<file path="src/rtl/buffer_memory_pkg.sv">
// rtl/buffer_memory_pkg.sv - shared defaults, entry layout and helpers for buffer memory blocks
package buffer_memory_pkg;

  // Default geometry of a buffer memory FIFO
  localparam int DEFAULT_DATA_WIDTH = 40;
  localparam int DEFAULT_DEPTH      = 4;

  // Entry layout: header bits sit above the payload inside DATA_WIDTH
  localparam int PAYLOAD_LSB   = 0;
  localparam int PAYLOAD_WIDTH = 32;
  localparam int HDR_LSB       = PAYLOAD_LSB + PAYLOAD_WIDTH;
  localparam int HDR_WIDTH     = 8;
  localparam int HDR_LAST_BIT  = HDR_LSB + 0;
  localparam int HDR_ERR_BIT   = HDR_LSB + 1;
  localparam int HDR_TAG_LSB   = HDR_LSB + 2;
  localparam int HDR_TAG_WIDTH = 6;

  typedef struct packed {
    logic [HDR_TAG_WIDTH-1:0] tag;
    logic                     err;
    logic                     last;
    logic [PAYLOAD_WIDTH-1:0] payload;
  } bm_entry_t;

  // Width needed to hold an occupancy value of 0..depth inclusive
  function automatic int cnt_width(input int depth);
    return $clog2(depth + 1);
  endfunction

  // Width needed to index depth slots; never below one bit
  function automatic int ptr_width(input int depth);
    return (depth > 1) ? $clog2(depth) : 1;
  endfunction

endpackage

</file>
<file path="src/rtl/buffer_memory_ptr.sv">
// rtl/buffer_memory_ptr.sv - wrapping slot pointer with enable, sync clear and async reset
module buffer_memory_ptr
  import buffer_memory_pkg::*;
#(
  parameter int DEPTH     = DEFAULT_DEPTH,
  parameter int PTR_WIDTH = ptr_width(DEPTH)
) (
  input  logic                 clk,
  input  logic                 reset,
  input  logic                 clr_i,
  input  logic                 en_i,
  output logic [PTR_WIDTH-1:0] ptr_o
);

  // Wrap is an explicit compare so non-power-of-two depths work
  localparam logic [PTR_WIDTH-1:0] LAST_SLOT = PTR_WIDTH'(DEPTH - 1);

  logic [PTR_WIDTH-1:0] ptr_q;
  logic [PTR_WIDTH-1:0] ptr_d;

  // Next pointer: clear wins over advance, advance wraps LAST_SLOT -> 0
  always_comb begin
    ptr_d = ptr_q;
    if (clr_i) begin
      ptr_d = '0;
    end else if (en_i) begin
      ptr_d = (ptr_q == LAST_SLOT) ? '0 : ptr_q + PTR_WIDTH'(1);
    end
  end

  // Pointer register, cleared asynchronously on reset
  always_ff @(posedge clk or posedge reset) begin
    if (reset) begin
      ptr_q <= '0;
    end else begin
      ptr_q <= ptr_d;
    end
  end

  assign ptr_o = ptr_q;

endmodule

</file>
<file path="src/rtl/buffer_memory_fifo.sv">
// rtl/buffer_memory_fifo.sv - DEPTH-entry first-word-fall-through buffer memory FIFO
module buffer_memory_fifo
  import buffer_memory_pkg::*;
#(
  parameter int DATA_WIDTH = DEFAULT_DATA_WIDTH,
  parameter int DEPTH      = DEFAULT_DEPTH,
  parameter int CNT_WIDTH  = cnt_width(DEPTH)
) (
  input  logic                  clk,
  input  logic                  reset,
  input  logic                  flush,
  input  logic                  write,
  input  logic [DATA_WIDTH-1:0] in_data,
  input  logic                  read,
  output logic [DATA_WIDTH-1:0] out_data,
  output logic                  out_empty,
  output logic                  out_full,
  output logic [CNT_WIDTH-1:0]  count,
  output logic                  overflow,
  output logic                  underflow
);

  localparam int                   PTR_WIDTH = ptr_width(DEPTH);
  localparam logic [CNT_WIDTH-1:0] CNT_FULL  = CNT_WIDTH'(DEPTH);

  logic [DATA_WIDTH-1:0] mem_q [DEPTH];

  logic [PTR_WIDTH-1:0] wr_ptr;
  logic [PTR_WIDTH-1:0] rd_ptr;

  logic [CNT_WIDTH-1:0] count_q;
  logic [CNT_WIDTH-1:0] count_d;
  logic                 empty_q;
  logic                 empty_d;
  logic                 full_q;
  logic                 full_d;
  logic                 overflow_q;
  logic                 overflow_d;
  logic                 underflow_q;
  logic                 underflow_d;

  logic rd_acc;
  logic wr_acc;
  logic mem_we;

  // Acceptance: a pop needs data; a push needs room, or a pop in the same cycle
  always_comb begin
    rd_acc = read & ~empty_q;
    wr_acc = write & (~full_q | rd_acc);
    mem_we = wr_acc & ~flush;
  end

  buffer_memory_ptr #(
    .DEPTH     (DEPTH),
    .PTR_WIDTH (PTR_WIDTH)
  ) u_wr_ptr (
    .clk   (clk),
    .reset (reset),
    .clr_i (flush),
    .en_i  (wr_acc),
    .ptr_o (wr_ptr)
  );

  buffer_memory_ptr #(
    .DEPTH     (DEPTH),
    .PTR_WIDTH (PTR_WIDTH)
  ) u_rd_ptr (
    .clk   (clk),
    .reset (reset),
    .clr_i (flush),
    .en_i  (rd_acc),
    .ptr_o (rd_ptr)
  );

  // Storage write; contents are not reset, a flush-cycle write is dropped
  always_ff @(posedge clk) begin
    if (mem_we) begin
      mem_q[wr_ptr] <= in_data;
    end
  end

  // Next occupancy, status flags and sticky error flags; flush overrides all
  always_comb begin
    count_d     = count_q;
    overflow_d  = overflow_q;
    underflow_d = underflow_q;
    if (flush) begin
      count_d     = '0;
      overflow_d  = 1'b0;
      underflow_d = 1'b0;
    end else begin
      if (wr_acc && !rd_acc) begin
        count_d = count_q + CNT_WIDTH'(1);
      end else if (rd_acc && !wr_acc) begin
        count_d = count_q - CNT_WIDTH'(1);
      end
      if (write && !wr_acc) begin
        overflow_d = 1'b1;
      end
      if (read && empty_q) begin
        underflow_d = 1'b1;
      end
    end
    empty_d = (count_d == '0);
    full_d  = (count_d == CNT_FULL);
  end

  // Status registers, cleared asynchronously to the empty state
  always_ff @(posedge clk or posedge reset) begin
    if (reset) begin
      count_q     <= '0;
      empty_q     <= 1'b1;
      full_q      <= 1'b0;
      overflow_q  <= 1'b0;
      underflow_q <= 1'b0;
    end else begin
      count_q     <= count_d;
      empty_q     <= empty_d;
      full_q      <= full_d;
      overflow_q  <= overflow_d;
      underflow_q <= underflow_d;
    end
  end

  // Head entry falls through combinationally, forced to zero while empty
  always_comb begin
    out_data = '0;
    if (!empty_q) begin
      out_data = mem_q[rd_ptr];
    end
  end

  assign out_empty = empty_q;
  assign out_full  = full_q;
  assign count     = count_q;
  assign overflow  = overflow_q;
  assign underflow = underflow_q;

endmodule
</file>
<file path="config.mk">
export PLATFORM = sky130hd
export DESIGN_NAME = buffer_memory_fifo
export DESIGN_NICKNAME = d
export VERILOG_FILES = /design/src/rtl/buffer_memory_pkg.sv /design/src/rtl/buffer_memory_ptr.sv /design/src/rtl/buffer_memory_fifo.sv
export SDC_FILE = /design/constraint.sdc
export NUM_CORES = 1
export LEC_CHECK = 0
export CORE_UTILIZATION = 34
export CTS_CLUSTER_SIZE = 12
export DETAILED_ROUTE_END_ITERATION = 8
export PLACE_DENSITY = 0.5
export SLEW_MARGIN = 20
export SYNTH_ARGS = -nofsm -noshare
export SYNTH_HDL_FRONTEND = slang
export SYNTH_HIERARCHICAL = 1
export SYNTH_SLANG_ARGS = --single-unit
export TNS_END_PERCENT = 1
</file>
<file path="constraint.sdc">
create_clock -name clk -period 4.56 [get_ports clk]
set_clock_uncertainty 0.15 [all_clocks]
set_input_delay 0.912 -clock clk [delete_from_list [all_inputs] [get_ports clk]]
set_output_delay 0.912 -clock clk [all_outputs]
set_load 0.02 [all_outputs]
</file>
==> summary.md <==
| Metric | Value |
|---|---|
| Setup Fix Bufs, Post-CTS | 0 |
| CP endpoint kind | output pin |
| CTS resizes | 0 |
| Starting density of the core | 0.351 |
| Met2 Usage GRT | 0.235 |
| Hold buffer count at cts | 0 |
| Fill cells | 1665 |
| Row cnt | 50 |
| Max rail drop VDD | 0.252 mV |
| CTS root buf | clkbuf_16 |
| HP Class | flop to flop |
| Worst-path fanout max | 43 |
| Fmax | 259 MHz |
| R2R cell count | 5 |
| DP HPWL | 7730 um |
| Antenna violations before repair | 0 |
| Total CTS buffers | 17 |
| Final min period | 3850 ps |
| YS warnings | 6 |
| Die H | 142 um |
| Post-Synthesis Cells | 317 |
| CP Launch Type | flop |
| Area of the core | 19000 um^2 |
| Boundary Pins | 92 |
| Skew-Pair Late Insertion Delay | 420 ps |
| Diodes inserted | 0 |
| Place WS | 1040 ps |
| Largest net degree at the start of global routing | 44 |
| Reg-to-Reg Start | out_empty |
| Met1 Use GR | 0.174 |
| Max transition margin | 0.400 |
| Final Cell Area | 8540 um^2 |
| Die area | 20100 um^2 |
| Htree depth | 4 |
| Fraction of layout cells with a size suffix above 1 | 0.219 |
| IO Port Bufs | 91 |
| Setup violations, final | 0 |
| Clock transition at the registers of the reported paths | 60 ps |
| Met3 Use GR | 0.0327 |
| Final worst slack | 706 ps |
| Area after DPL | 7950 um^2 |
| Sequential area share after synthesis | 0.764 |
| CP Data Arrival Time | 2790 ps |
| Power, Total | 4.42 mW |
| Final period utilization | 0.845 |
| Area Growth Syn to Fin | 28.4% |
| Reg2reg setup slack | 2330 ps |
| Final core occ | 0.451 |
| Vias | 3263 |
| Vias in the first global route | 3574 |
| Routed WL | 12900 um |
| FF+latch count, synth | 171 |
| Number of distinct library cells after synthesis | 28 |
| Busiest grt layer | met2 |
| Slew Viols, Final | 0 |
| Die Span X | 142 um |
| Path type of the worst setup path | flop to output pin |
| Min Hold Slack | 354 ps |
| Global route overflow | 0 |
| CTS tree | yes |
| # nets final | 474 |
| RSZ-0062 raised after global routing | false |
| Clk sinks | 171 |
| Post-DR wirelength/cell | 18.5 um |
| GP Congestion | 0.749 |
| TritonRoute pass-1 iters | 4 |
| Clock buffer depth | 2 |
| Mapped Area | 6650 um^2 |
| Hold worst-path end | underflow |
| RR Endpoint | mem_q[1][34] |
| Worst Max-Slew Pin Slew | 899 ps |
| Count of final hold-check violations | 0 |
| Max_cap viols | 0 |
| Crit path required time | 3500 ps |
| Leakage power | 2.76 nW |
| Hold Path Origin | underflow |
| Global-route wire length before repair | 20300 um |
| Vias per Instance | 4.67 |
| Outcome | finished, final reports clean |
| Iter 0 DRT Violations | 174 |
| WHS Path Cells | 2 |
| Drt drc | 0 |
| Gr usage total | 0.140 |
| Pwr/cell area | 517 nW/um^2 |
| DRT antenna net count | 0 |
| Post-Syn Area per Cell | 21.0 um^2 |
| Syn_nets | 366 |
==> critical path, cell delays in order (launching register included) <==
cell and delay, ps:
dfrtp_4 1030, mux4_2 620, nor2b_1 160, clkdlybuf4s50_1 550
==> through the flow <==
stage,setup TNS (ps),instances
after floorplan,-7930,317
after global placement,0,666
after detailed placement,0,666
after CTS,0,698
after global routing,0,698
final,0,698
==> synthesized netlist by cell type <==
library cell	n	area (um^2)
a21oi_1	2	10.0
a21oi_2	2	17.5
a221oi_2	1	15.0
a311oi_2	1	15.0
a31oi_1	1	6.26
and2_1	1	6.26
buf_4	4	30.0
clkbuf_1	9	33.8
dfrtp_1	10	250
dfstp_2	1	26.3
edfxtp_1	160	4800
ha_1	4	50.1
inv_1	10	37.5
mux2_2	1	11.3
mux2i_1	2	20.0
mux4_2	40	901
nand2_1	1	3.75
nand2b_1	4	25.0
nand3_1	1	5.00
nand3b_1	1	7.51
nor2_1	6	22.5
nor2b_1	41	257
nor3_1	6	30.0
nor3b_2	2	25.0
o21ai_0	2	10.0
o31ai_1	1	7.51
or3b_1	2	17.5
xor2_1	1	8.76
==> logic make-up after synthesis <==
kind of cell | after synthesis | share of synthesized area
flops | 171 | 0.764
fa+ha+maj | 4 | 0.00752
xor+xnor | 1 | 0.00132
buf+inv | 23 | 0.0152
simple gates | 65 | 0.0600
mux | 43 | 0.140
compound gates | 10 | 0.0122
==> metal layers <==
| layer | wire length [um] | vias up | part of all wire |
|---|---|---|---|
| met5 | 0 | - | 0 |
| met4 | 191 | 0 | 0.015 |
| met1 | 5710 | 1701 | 0.44 |
| met2 | 6540 | 71 | 0.51 |
| met3 | 488 | 12 | 0.038 |
| li1 | - | 1479 | - |
==> registers in the layout, indices dropped and copies added (netlist names) <==
register and flops:
mem_q 160, underflow 1, u_rd_ptr/ptr_o 2, u_wr_ptr/ptr_o 2, out_empty 1, out_full 1, overflow 1, count 3
==> worst max path at each step <==
stage	to	start	slack, ps	depth (start not counted)
2_1_floorplan	mem_q[1][0]	read	-50	4
3_3_place_gp	out_data[39]	u_rd_ptr/ptr_o[0]	1040	3
3_5_place_dp	out_data[39]	u_rd_ptr/ptr_o[0]	1040	3
4_1_cts	out_data[39]	u_rd_ptr/ptr_o[0]	580	3
5_1_grt	out_data[39]	u_rd_ptr/ptr_o[0]	490	3
6_report	out_data[39]	u_rd_ptr/ptr_o[0]	710	3
==> final cells by class <==
class	count	area, um^2	area share
multi-input cells	123	1490	0.175
clock inverters	15	173	0.0202
repair buffers	102	1010	0.118
inverters	10	37.5	0.00439
well taps	260	325	0.0381
clock buffers	17	425	0.0498
flip-flops and latches	171	5090	0.595
==> cell usage in the layout (no fill, tap or decap), drive strengths merged, types with 3 or more instances in the layout <==
master	n
edfxtp	160
clkdlybuf4s50	91
nor2b	41
mux4	40
clkbuf	17
inv	13
buf	11
dfrtp	10
clkinv	7
nor2	6
nor3	6
nand2b	4
ha	4
a21oi	4
bufinv	3
==> power breakdown <==
group / switching [mW] / internal [mW]
Clock: 0.589 / 0.862
Sequential: 0.122 / 1.81
Combinational: 0.499 / 0.536
Total: 1.21 / 3.21
Note: power is estimated with default switching activity, not from simulation.
==> edit (same settings) <==
Reset style: synchronous (`reset`), changed in 2 clocked blocks. Comments in the files are not updated.
--- a/src/rtl/buffer_memory_ptr.sv
+++ b/src/rtl/buffer_memory_ptr.sv
@@ -29,7 +29,7 @@
   end
 
   // Pointer register, cleared asynchronously on reset
-  always_ff @(posedge clk or posedge reset) begin
+  always_ff @(posedge clk) begin
     if (reset) begin
       ptr_q <= '0;
     end else begin
--- a/src/rtl/buffer_memory_fifo.sv
+++ b/src/rtl/buffer_memory_fifo.sv
@@ -106,7 +106,7 @@
   end
 
   // Status registers, cleared asynchronously to the empty state
-  always_ff @(posedge clk or posedge reset) begin
+  always_ff @(posedge clk) begin
     if (reset) begin
       count_q     <= '0;
       empty_q     <= 1'b1;
Behaviour: differs if reset is asserted again (counterexample within 4 cycles, from zero or initial values and one cycle with reset high); with reset held inactive, the same outputs for 4 cycles.
==> edit against the unedited design <==
- global-route usage grew 0.18 points
- non-clock buffer count shrank 1
- routed wire length rose by 1.9%
- cell count is the same
- synthesized area shrank 0.38%
- critical path depth grew 1
- cell area fell by 0.19%
- setup slack better by 150 ps
- die area down 0.37%
- sequential cell count stayed put
Power is not compared: it rests on default switching activity, and its combinational part moved more than twofold at a synthesized area within 25%.
==> edit: results (changes against the unedited design) <==
Status
  • Status: complete, no violations (unchanged)

Placed design
  • GP Congestion: 0.6842 (was 0.7487)
  • Post-Place Cells: 667 (was 666)
  • Port-buffer cells: 91 (unchanged)
  • Detailed placement HPWL: 7.845 mm (was 7.730 mm)

Setup path
  • Max stage delay on crit path: 660 ps (was 1030 ps)
  • Worst r2r src: out_empty (unchanged)
  • CP Max Fanout: 23 (was 43)
  • Worst Setup EP: out_data[25] (was out_data[39])
  • CP Launch Point: u_rd_ptr/ptr_o[0] (unchanged)
  • Critical Path AT: 2640 ps (was 2790 ps)
  • Worst path slowest cell: dfxtp_4 (was dfrtp_4)
  • R2r endpoint: mem_q[1][25] (was mem_q[1][34])
  • Reg2reg setup slack: 1830 ps (was 2330 ps)
  • Reg2Reg Depth: 5 (unchanged)

Power
  • Total power: approximately 3.4 mW
  • P_leak: about 2.6 nW
  • VDD IR-drop max: roughly 240 uV

Global route
  • Largest net degree at the start of global routing: 46 (was 44)
  • First-pass GRT wire length: 20.32 mm (was 20.25 mm)
  • All-layer global routing usage: 0.1419 (was 0.1402)
  • Vias in the first global route: 3595 (was 3574)
  • Initial antenna violation count: 0 (unchanged)

CTS
  • CTS resizes: 0 (unchanged)
  • CTS Root Cell: clkbuf_16 (unchanged)
  • Cts bufs inserted: 17 (unchanged)
  • Number of setup buffers added after CTS: 0 (unchanged)
  • Reg clk slew, reported paths: 60 ps (about the same)
  • H-tree Lvls: 4 (unchanged)
  • Clock latency on the worst-skew pair: 420 ps (about the same)
  • Maximum clock insertion buffer count: 2 (unchanged)

STA
  • Rel. slew slack: 0.5693 (was 0.4004)
  • Hold Vio Cnt, Final: 0 (unchanged)

Logic synthesis
  • Synth cell types: 36 (was 28)
  • Area contributors post-synth: edfxtp_1, mux4_2, nor2b_1 (unchanged)
  • Post-synth top flop: edfxtp_1 (unchanged)
  • EDFF count, synth: 160 (unchanged)
  • Ys async rst share: 0 (was 0.06433)
  • Ys Warns: 6 (unchanged)
  • Seq/Total Area, Yosys: 0.7580 (was 0.7636)
  • Synth Instances: 321 (was 317)
  • Post-Syn Nets: 370 (was 366)
  • Commonest cells in the netlist: edfxtp_1, mux4_2, nor2b_1 (was edfxtp_1, nor2b_1, mux4_2)

Cells and area
  • Largest register FFs: 160 (unchanged)
  • Biggest register: mem_q (unchanged)
  • Layout cells sized above 1: 0.2032 (was 0.2192)
  • Nets@finish: 475 (was 474)
  • ANT cells: 0 (unchanged)
  • Final core utilization: 0.4514 (was 0.4508)
  • Filler instances: 1665 (unchanged)

Hold path
  • Worst hold path class: flop to flop (unchanged)

Route
  • Via count: 3332 (was 3263)
  • Via density: 4.774 (was 4.675)
  • Pre-antenna DRT Iters: 4 (unchanged)
  • DR iter-0 viols: 214 (was 174)
  • DR WL/cell: 18.88 um (was 18.52 um)
## edit: worst min path at each step
stage / from / endpoint / slack (ps) / depth (start not counted)
2_1_floorplan: u_rd_ptr/ptr_o[0] / u_rd_ptr/ptr_o[0] / 340 / 2
3_3_place_gp: overflow / overflow / 310 / 2
3_5_place_dp: underflow / underflow / 320 / 2
4_1_cts: underflow / underflow / 330 / 2
5_1_grt: overflow / overflow / 380 / 2
6_report: underflow / underflow / 330 / 2
## edit: area by class of cell
cell class	count	share of cell area
Tap cell	260	0.03815
Clock buffer	20	0.05120
Multi-Input combinational cell	129	0.1793
Clock inverter	11	0.01995
Inverter	6	0.002641
Sequential cell	171	0.5902
Timing Repair Buffer	101	0.1185
## edit: worst max-delay path: cells and delay by family (launching register included)
family | cells | cell delay [ps]
DFF | 1 | 660
muxes | 1 | 530
buffers and inverters | 2 | 860
and+or+nand+nor | 1 | 150
## edit: logic make-up (layout without fill, tap and decap cells)
kind of cell,count (synthesis),count (layout),synth area share
compound gates,14,14,0.01623
fa+ha+maj,4,4,0.007550
mux,42,42,0.1389
buf+inv,21,138,0.01434
xor+xnor,1,1,0.001321
flops,171,171,0.7580
simple gates,68,68,0.06361
## edit: per-layer routing
| layer | global-route usage | wire, um | share of wire | vias to the layer above |
|---|---|---|---|---|
| met5 | 0 | 0 | 0 | - |
| met4 | 0.05320 | 182 | 0.014 | 0 |
| met3 | 0.03780 | 475 | 0.036 | 12 |
| met2 | 0.2437 | 6983 | 0.53 | 66 |
| met1 | 0.1713 | 5534 | 0.42 | 1746 |
| li1 | - | - | - | 1508 |
## edit: where the power goes
part | internal, mW | leakage [nW] | switching (mW)
combinational | 0.0962 | 0.802 | 0.0809
clock | 0.914 | 0.288 | 0.564
sequential | 1.74 | 1.54 | 0.0187
## edit: through the flow
stage | hold WS [ps] | setup TNS (ps) | area (sq um) | setup slack [ps]
detailed placement | 316.3 | 0 | 7919 | 1058
CTS | 332.8 | 0 | 8526 | 745.6
global placement | 306.9 | 0 | 7919 | 1175
finish | 331.8 | 0 | 8528 | 858.0
floorplan | 338.1 | -65030 | 6629 | -406.5
global route | 381.4 | 0 | 8528 | 687.7
